==> config.mk <==
export PLATFORM = sky130hd
export DESIGN_NAME = mac_dot_sequencer
export DESIGN_NICKNAME = d
export VERILOG_FILES = /design/src/rtl/mac_dot_sequencer.sv
export SDC_FILE = /design/constraint.sdc
export NUM_CORES = 1
export LEC_CHECK = 0
export ABC_AREA = 1
export CORE_MARGIN = 2
export CORE_UTILIZATION = 50
export DETAILED_ROUTE_END_ITERATION = 6
export GPL_TIMING_DRIVEN = 0
export PLACE_DENSITY_LB_ADDON = 0.2
export RECOVER_POWER = 100
export SLEW_MARGIN = 0
export SYNTH_ARGS = -nofsm -noshare
export SYNTH_HDL_FRONTEND = slang
export SYNTH_SLANG_ARGS = --single-unit
==> constraint.sdc <==
create_clock -name clock -period 6.05 [get_ports clock]
set_input_delay 1.5125 -clock clock [delete_from_list [all_inputs] [get_ports clock]]
set_output_delay 1.5125 -clock clock [all_outputs]
set_load 0.03 [all_outputs]
==> src/rtl/mac_dot_sequencer.sv <==
// Sequencer for a two-lane 8-bit MAC (acc += a*b + c*d) fed from a synchronous operand RAM.
// Optional build macro MAC_SEQ_SATURATE_EN: saturate the accumulator and raise a sticky ovf.
module mac_dot_sequencer #(
    parameter int ADDR_W = 16,
    parameter int ACC_W  = 32
) (
    input  logic              clock,
    input  logic              reset,
    input  logic              start,
    input  logic [ADDR_W-1:0] len,
    output logic              busy,
    output logic              rd_en,
    output logic [ADDR_W-1:0] rd_addr,
    input  logic [7:0]        rd_a,
    input  logic [7:0]        rd_b,
    input  logic [7:0]        rd_c,
    input  logic [7:0]        rd_d,
    output logic [ACC_W-1:0]  result,
    output logic              result_valid,
    input  logic              result_ready,
    output logic              ovf
);

    typedef enum logic [1:0] {
        IDLE,
        RUN,
        DRAIN,
        DONE
    } state_t;

`ifdef MAC_SEQ_SATURATE_EN
    localparam int SUM_W = ACC_W + 1;
`else
    localparam int SUM_W = ACC_W;
`endif

    state_t            state;
    logic [ADDR_W-1:0] len_q;
    logic [ACC_W-1:0]  acc;
    logic              data_valid;
    logic [15:0]       prod_ab;
    logic [15:0]       prod_cd;
    logic [SUM_W-1:0]  acc_sum;
    logic [ACC_W-1:0]  acc_next;

    // Both products are at most 16 bits, so their sum plus acc carries out by at most one bit.
    always_comb begin
        prod_ab = {8'd0, rd_a} * {8'd0, rd_b};
        prod_cd = {8'd0, rd_c} * {8'd0, rd_d};
        acc_sum = {{(SUM_W-ACC_W){1'b0}}, acc}
                + {{(SUM_W-16){1'b0}}, prod_ab}
                + {{(SUM_W-16){1'b0}}, prod_cd};
    end

`ifdef MAC_SEQ_SATURATE_EN
    assign acc_next = acc_sum[ACC_W] ? {ACC_W{1'b1}} : acc_sum[ACC_W-1:0];
`else
    assign acc_next = acc_sum;
    assign ovf      = 1'b0;
`endif

    always_ff @(posedge clock or negedge reset) begin
        if (!reset) begin
            state        <= IDLE;
            busy         <= 1'b0;
            rd_en        <= 1'b0;
            rd_addr      <= '0;
            len_q        <= '0;
            acc          <= '0;
            data_valid   <= 1'b0;
            result       <= '0;
            result_valid <= 1'b0;
`ifdef MAC_SEQ_SATURATE_EN
            ovf          <= 1'b0;
`endif
        end else begin
            // Read data is qualified by the enable issued one cycle earlier.
            data_valid <= rd_en;
            if (data_valid) begin
                acc <= acc_next;
`ifdef MAC_SEQ_SATURATE_EN
                if (acc_sum[ACC_W]) begin
                    ovf <= 1'b1;
                end
`endif
            end

            case (state)
                IDLE: begin
                    if (start) begin
                        acc  <= '0;
                        busy <= 1'b1;
`ifdef MAC_SEQ_SATURATE_EN
                        ovf  <= 1'b0;
`endif
                        if (len != '0) begin
                            len_q   <= len;
                            rd_addr <= '0;
                            rd_en   <= 1'b1;
                            state   <= RUN;
                        end else begin
                            result       <= '0;
                            result_valid <= 1'b1;
                            state        <= DONE;
                        end
                    end
                end

                RUN: begin
                    if (rd_addr == len_q - ADDR_W'(1)) begin
                        rd_en <= 1'b0;
                        state <= DRAIN;
                    end else begin
                        rd_addr <= rd_addr + ADDR_W'(1);
                    end
                end

                // Stay until the last returned entry has been folded into acc.
                DRAIN: begin
                    if (!data_valid) begin
                        result       <= acc;
                        result_valid <= 1'b1;
                        state        <= DONE;
                    end
                end

                DONE: begin
                    if (result_ready) begin
                        result_valid <= 1'b0;
                        busy         <= 1'b0;
                        state        <= IDLE;
                    end
                end

                default: begin
                    state <= IDLE;
                end
            endcase
        end
    end

endmodule

==> impl_metrics.py, run 1 <==
metrics = {
    "critical_path": {
        "crit_required_ns": 6.34,
        "critPathArrivalTime_ns": 6.42,
        "rr_worst_depth": 17,
        "startpoint_type": "input pin",
        "rrSetupSlack_ns": 1.83,
        "path_class": "input pin to register",
        "crit_fanout": 7,
        "startpoint": "rd_a[5]",
        "timing.rr.start": "acc[4]",
        "crit-reg2reg-capture": "acc[19]",
        "critPathCaptureType": "register",
    },
    "clock_tree": {
        "cts_root_buf": "clkbuf_16",
        "clk_pin_slew_ns": 0.07,
        "htree_num_levels": 3,
        "clk_latency_ns": 0.36,
        "clock-sinks": 102,
        "cts_made_buffers": 9,
        "cts_tree": "built",
        "clockBufferDepth": 2,
    },
    "yosys": {
        "synth.top_cell.area_share_pct": 23.2,
        "yosysTopAreaCell": "dfrtp_1",
        "synth_warnings": 0,
        "syn-cell-area_sq_um": 11000,
        "synth.area.top_cells": "dfrtp_1 (23%), fa_1 (20%), nand2_1 (12%)",
        "synthesis.nets": 1732,
        "synth_seq_cells": 102,
        "synthCells": 1488,
        "yosysSeqAreaShare_pct": 23.2,
        "syn_area_per_cell_sq_um": 7.40,
        "ys_types": 47,
    },
    "min_path": {
        "hold_path_depth": 0,
        "hold_end": "data_valid",
        "holdCritStartpoint": "rd_en",
        "hp-class": "register to register",
    },
    "outcome": {
        "violations": "capacitance limit, slew limit, setup timing",
        "status": "finished with violations",
    },
    "finish": {
        "final_common_cell": "nand2_1",
        "layout.nets": 1827,
        "fin_util_pct": 60.2,
        "n_antenna_cell": 0,
        "fin_cells": 1866,
        "areaGrowthSynthToFinish_pct": 18.8,
        "layout_common_cells": "nand2_1 (328), inv_1 (327), nor2_1 (111), fa_1 (106), dfrtp_1 (102)",
        "layout-drive-gt1-share_pct": 11.2,
    },
    "sta": {
        "setup_ws_ns": -0.0847,
        "finClkSkew_ns": 0.0108,
        "fin_setup_tns_ns": -0.329,
        "drv_slew": 105,
        "slew_headroom_pct": -24.9,
        "setup_viol": 11,
        "rsz0062_at_grt": "true",
        "worst_slew_pin_slew_ns": 1.87,
        "final_hold_viol_count": 0,
        "finalWorstPathRequiredPeriod_ns": 6.13,
        "finalCritPeriodShare_pct": 101,
        "max_freq_mhz": 163,
    },
    "global_route": {
        "grt_use_total_pct": 24.9,
        "overflow": 0,
        "antenna_found_initial": 0,
        "grt_max_degree": 71,
        "grt_pass1_vias": 9294,
        "grt_pass1_wl_microns": 47200,
    },
    "placement": {
        "port_buffers": 70,
        "dp_hpwl_microns": 22900,
        "dp_cells": 1839,
        "place.gp.congestion": 0.911,
    },
    "drt": {
        "wl_per_cell_microns": 15.0,
        "dr.pass1.iters": 5,
        "num_vias": 9512,
        "drt_wl_total_microns": 27900,
        "final_antenna_net_count": 0,
        "post-route-drc-count": 0,
        "drtIter0Drc": 501,
        "viasPerCell": 5.10,
    },
    "floorplan": {
        "die_area_sq_um": 23200,
        "core_area_sq_um": 21800,
        "start_util_pct": 50.6,
        "placementRows": 54,
        "ios": 104,
        "dieHeight_microns": 152,
        "dieWidth_microns": 152,
    },
    "flow_run": {
        "cap_violations": 2,
    },
}
-- critical path: stages --
cell	delay, ns
clkbuf_16	0.14
nand2_4	0.06
inv_2	0.03
fa_1	0.52
inv_1	0.05
fa_1	0.53
inv_1	0.05
fa_2	0.55
fa_2	0.46
fa_1	0.51
inv_1	0.06
fa_1	0.50
inv_2	0.05
ha_4	0.30
nand2_4	0.07
inv_2	0.06
nand4_1	0.20
o311ai_4	0.41
nand2_1	0.12
nand2_1	0.08
nand2_1	0.04
nor2_1	0.10
-- synthesized netlist by cell type, drive strengths merged --
master,count
a21o,3
o21a,2
nand3,103
and3,1
nand3b,7
dfrtp,102
ha,80
buf,14
clkinv,2
nor3b,1
nor3,5
a21oi,47
o21bai,1
nand2b,1
o211ai,8
o21ai,66
and2,1
nand4,9
a21boi,1
nand2,347
nor4,11
o22ai,1
xor2,19
conb,1
inv,347
or3,1
o311ai,1
xnor2,8
nor2,127
a211oi,1
or2,5
clkbuf,47
mux2,6
fa,112
-- what timing repair did --
action | in CTS | in global routing
hold buffers | 0 | 0
setup buffers | 6 | 7
pin swaps | 28 | 26
gates resized for setup | 53 | 60
endpoints found under the setup margin | 22 | 23
-- state kept, by name, summed over array words and instances (netlist names) --
name,flops
acc,32
busy,1
data_valid,1
len_q,16
rd_addr,16
rd_en,1
result,32
result_valid,1
state,2
-- cell type report --
class / count / area [sq um]
multi-input combinational: 976 / 7310
fill: 1984 / 8670
sequential: 102 / 2550
clock buffer: 10 / 239
buffer: 61 / 497
inverter: 349 / 1310
timing repair buffer: 84 / 797
clock inverter: 4 / 30.0
tap: 280 / 350
-- per-stage QoR --
step                      instance area [sq um]  setup WS (ns)  hold WS (ns)
final                                     13100        -0.0847         0.398
after global routing                      13100         -0.309         0.421
after CTS                                 12900        -0.0741         0.406
after detailed placement                  12400         -0.602         0.394
after global placement                    12400         -0.571         0.393
after floorplan                           11300        -0.0625         0.480
-- routing by layer --
metal	vias up	global-route usage [%]	wire (microns)
li1	4668	-	-
met1	4608	37.5	13800
met2	213	39.3	12800
met3	23	2.96	1100
met4	0	4.89	295
met5	-	0	0
-- cells by family after synthesis --
kind of cell,share of synthesized area (%)
adder cells (fa/ha/maj),29.4
other,0.0340
flip-flops,23.2
multiplexers,0.613
AND/OR/NAND/NOR,23.9
buffers and inverters,14.2
XOR/XNOR,2.15
AO/OA/AOI/OAI,6.46
-- how the worst max path moves through the flow --
stage,endpoint,slack [ns],cells after the start
after floorplan,acc[24],-0.06,21
after global placement,acc[18],-0.57,22
after detailed placement,acc[18],-0.60,22
after CTS,acc[24],-0.07,22
after global routing,acc[24],-0.31,22
final,acc[24],-0.08,22
Power of run 1 is not shown: default switching activity piles up to over one toggle a cycle in this logic, so the estimate is an artifact.
==> run 2, diff against run 1 <==
--- a/config.mk
+++ b/config.mk
@@ -5,7 +5,6 @@
 export SDC_FILE = /design/constraint.sdc
 export NUM_CORES = 1
 export LEC_CHECK = 0
-export ABC_AREA = 1
 export CORE_MARGIN = 2
 export CORE_UTILIZATION = 50
 export DETAILED_ROUTE_END_ITERATION = 6
==> run 2 against run 1 <==
Critical endpoint is now acc[20]. Synthesized cell count is 26% lower. Via count is 14% lower. The run still ends with capacitance limit, slew limit, setup timing left. Register-to-register slack worse by 0.54 ns. Global-route usage is 0.23 points lower. Cell area is 6.3% lower. Sequential share of layout area is 1.3 points higher. Wire length is 9.6% lower. Utilization is 0.81 points higher.
==> impl_metrics.py, run 2 <==
metrics = {
    "drt": {
        "post-route-drc-count": 0,
        "dr.pass1.iters": 5,
        "viasPerCell": 5.41,
        "final_antenna_net_count": 0,
        "drtIter0Drc": 344,
        "wl_per_cell_microns": 16.8,
        "drt_wl_total_microns": 25200,
        "num_vias": 8158,
    },
    "floorplan": {
        "dieHeight_microns": 147,
        "core_area_sq_um": 20100,
        "dieWidth_microns": 147,
        "ios": 104,
        "die_area_sq_um": 21500,
        "placementRows": 52,
        "start_util_pct": 50.6,
    },
    "global_route": {
        "grt_use_total_pct": 24.7,
        "grt_max_degree": 70,
        "grt_pass1_vias": 8555,
        "antenna_found_initial": 0,
        "grt_pass1_wl_microns": 43000,
        "overflow": 0,
    },
    "placement": {
        "dp_cells": 1474,
        "dp_hpwl_microns": 19800,
        "place.gp.congestion": 0.902,
        "port_buffers": 102,
    },
    "yosys": {
        "synth_common_cells": "inv_1 (177), nand2_1 (150), fa_1 (112), dfrtp_1 (102), and2_1 (85)",
        "synth.area.top_cells": "dfrtp_1 (25%), fa_1 (22%), ha_1 (9.8%)",
        "synth_seq_cells": 102,
        "synthCells": 1101,
        "ys_types": 71,
        "yosysMostFrequentCell": "inv_1",
        "syn-cell-area_sq_um": 10200,
        "synth_warnings": 0,
        "yosysSeqAreaShare_pct": 25.1,
        "synth.top_cell.area_share_pct": 25.1,
        "synthesis.nets": 1345,
        "async_reset_ff_share_pct": 100,
        "yosysTopAreaCell": "dfrtp_1",
        "syn_area_per_cell_sq_um": 9.24,
        "synth_flop_cell": "dfrtp_1",
        "synth-edff-count": 0,
    },
    "critical_path": {
        "startpoint_type": "input pin",
        "cp_cell_sequence": "buf_12 > and2_4 > fa_1 > inv_2 > fa_1 > inv_1 > fa_1 > fa_2 > fa_1 > inv_1 > fa_1 > inv_2 > ha_4 > o21ai_2 > nand2b_1 > a31oi_4 > o31a_1 > o311a_1 > clkbuf_8 > or3_4 > a21oi_2",
        "worst_path_most_repeated_cell": "fa_1",
        "critPathCaptureType": "register",
        "crit_fanout": 5,
        "path_class": "input pin to register",
        "critical-path-slowest-cell": "fa_1",
        "crit_required_ns": 6.32,
        "rrSetupSlack_ns": 1.29,
        "cp_top_family": "adder cells",
        "critPathArrivalTime_ns": 6.87,
        "cp_num_buf_inv": 6,
        "slowest_delay_ns": 0.55,
    },
    "clock_tree": {
        "clk_latency_ns": 0.35,
        "clockBufferDepth": 2,
        "clock-sinks": 102,
        "cts_tree": "built",
        "cts_made_buffers": 9,
        "cts_root_buf": "clkbuf_16",
        "htree_num_levels": 3,
        "clk_pin_slew_ns": 0.07,
    },
    "sta": {
        "slew_headroom_pct": -24.9,
        "fin_setup_tns_ns": -8.34,
        "max_freq_mhz": 151,
        "finalWorstPathRequiredPeriod_ns": 6.61,
        "setup_ws_ns": -0.556,
        "final_hold_viol_count": 0,
        "worst_slew_pin_slew_ns": 1.87,
        "rsz0062_at_grt": "true",
        "finClkSkew_ns": 0.00910,
        "drv_slew": 105,
        "setup_viol": 21,
        "finalCritPeriodShare_pct": 109,
    },
    "finish": {
        "final_common_cell": "inv_1",
        "multi_input_area_sq_um": 7170,
        "ff_latch_area_sq_um": 2550,
        "layout_common_cells": "inv_1 (173), nand2_1 (150), fa_1 (109), dfrtp_1 (102), and2_1 (75)",
        "fin_cells": 1507,
        "areaGrowthSynthToFinish_pct": 20.4,
        "layout.nets": 1477,
        "reg_top3": "acc x32, result x32",
        "nFillCells": 1757,
        "layout-drive-gt1-share_pct": 12.3,
        "n_antenna_cell": 0,
    },
    "flow_run": {
        "cap_violations": 2,
    },
    "min_path": {
        "hp-class": "register to register",
    },
    "outcome": {
        "status": "finished with violations",
        "violations": "capacitance limit, slew limit, setup timing",
    },
}
run 2: logic make-up after synthesis:
| family | share of synthesized area (%) |
|---|---|
| other | 0.0368 |
| adder cells (fa/ha/maj) | 31.9 |
| AND/OR/NAND/NOR | 19.2 |
| XOR/XNOR | 2.74 |
| flip-flops | 25.1 |
| buffers and inverters | 7.77 |
| multiplexers | 2.90 |
| AO/OA/AOI/OAI | 10.4 |
run 2: final timing paths:
path	from	to	cells after the start
worst max-delay path	rd_b[4]	acc[20]	21
max in group asynchronous	reset	acc[22]	2
worst min register to register	rd_en	data_valid	0
worst max register to register	acc[4]	acc[20]	15
min in group asynchronous	reset	rd_addr[4]	1
worst min-delay path	rd_en	data_valid	0
run 2: final cells by class:
| cell class | instances | area share [%] |
|---|---|---|
| Buffer | 25 | 1.11 |
| Clock buffer | 9 | 1.84 |
| Clock inverter | 6 | 0.704 |
| Inverter | 177 | 5.42 |
| Multi-Input combinational cell | 798 | 58.5 |
| Sequential cell | 102 | 20.8 |
| Tap cell | 270 | 2.76 |
| Timing Repair Buffer | 120 | 8.84 |
run 2: metrics by stage:
step | utilization, % | hold WS, ns | worst slack (ns) | area, sq um
global placement | 58.1 | 0.407 | -1.58 | 11700
floorplan | - | 0.500 | -0.498 | 10300
finish | 61.0 | 0.419 | -0.556 | 12300
CTS | 60.6 | 0.427 | -0.544 | 12200
detailed placement | 58.3 | 0.403 | -1.65 | 11700
global route | 61.0 | 0.432 | -0.699 | 12300
run 2: layer usage:
layer	global-route usage, %	up-vias	routed length [microns]
li1	-	3886	-
met1	34.8	4056	11500
met2	41.9	193	12400
met3	2.00	23	972
met4	5.92	0	319
met5	0	-	0
run 2: timing repair:
action | in CTS | in global routing
resized for setup | 203 | 21
setup endpoints to repair | 27 | 24
buffers inserted | 12 | 4
hold buffers | 0 | 0
pin swaps | 33 | 10
gates cloned | 2 | 0
Power of run 2 is left out for the same reason.
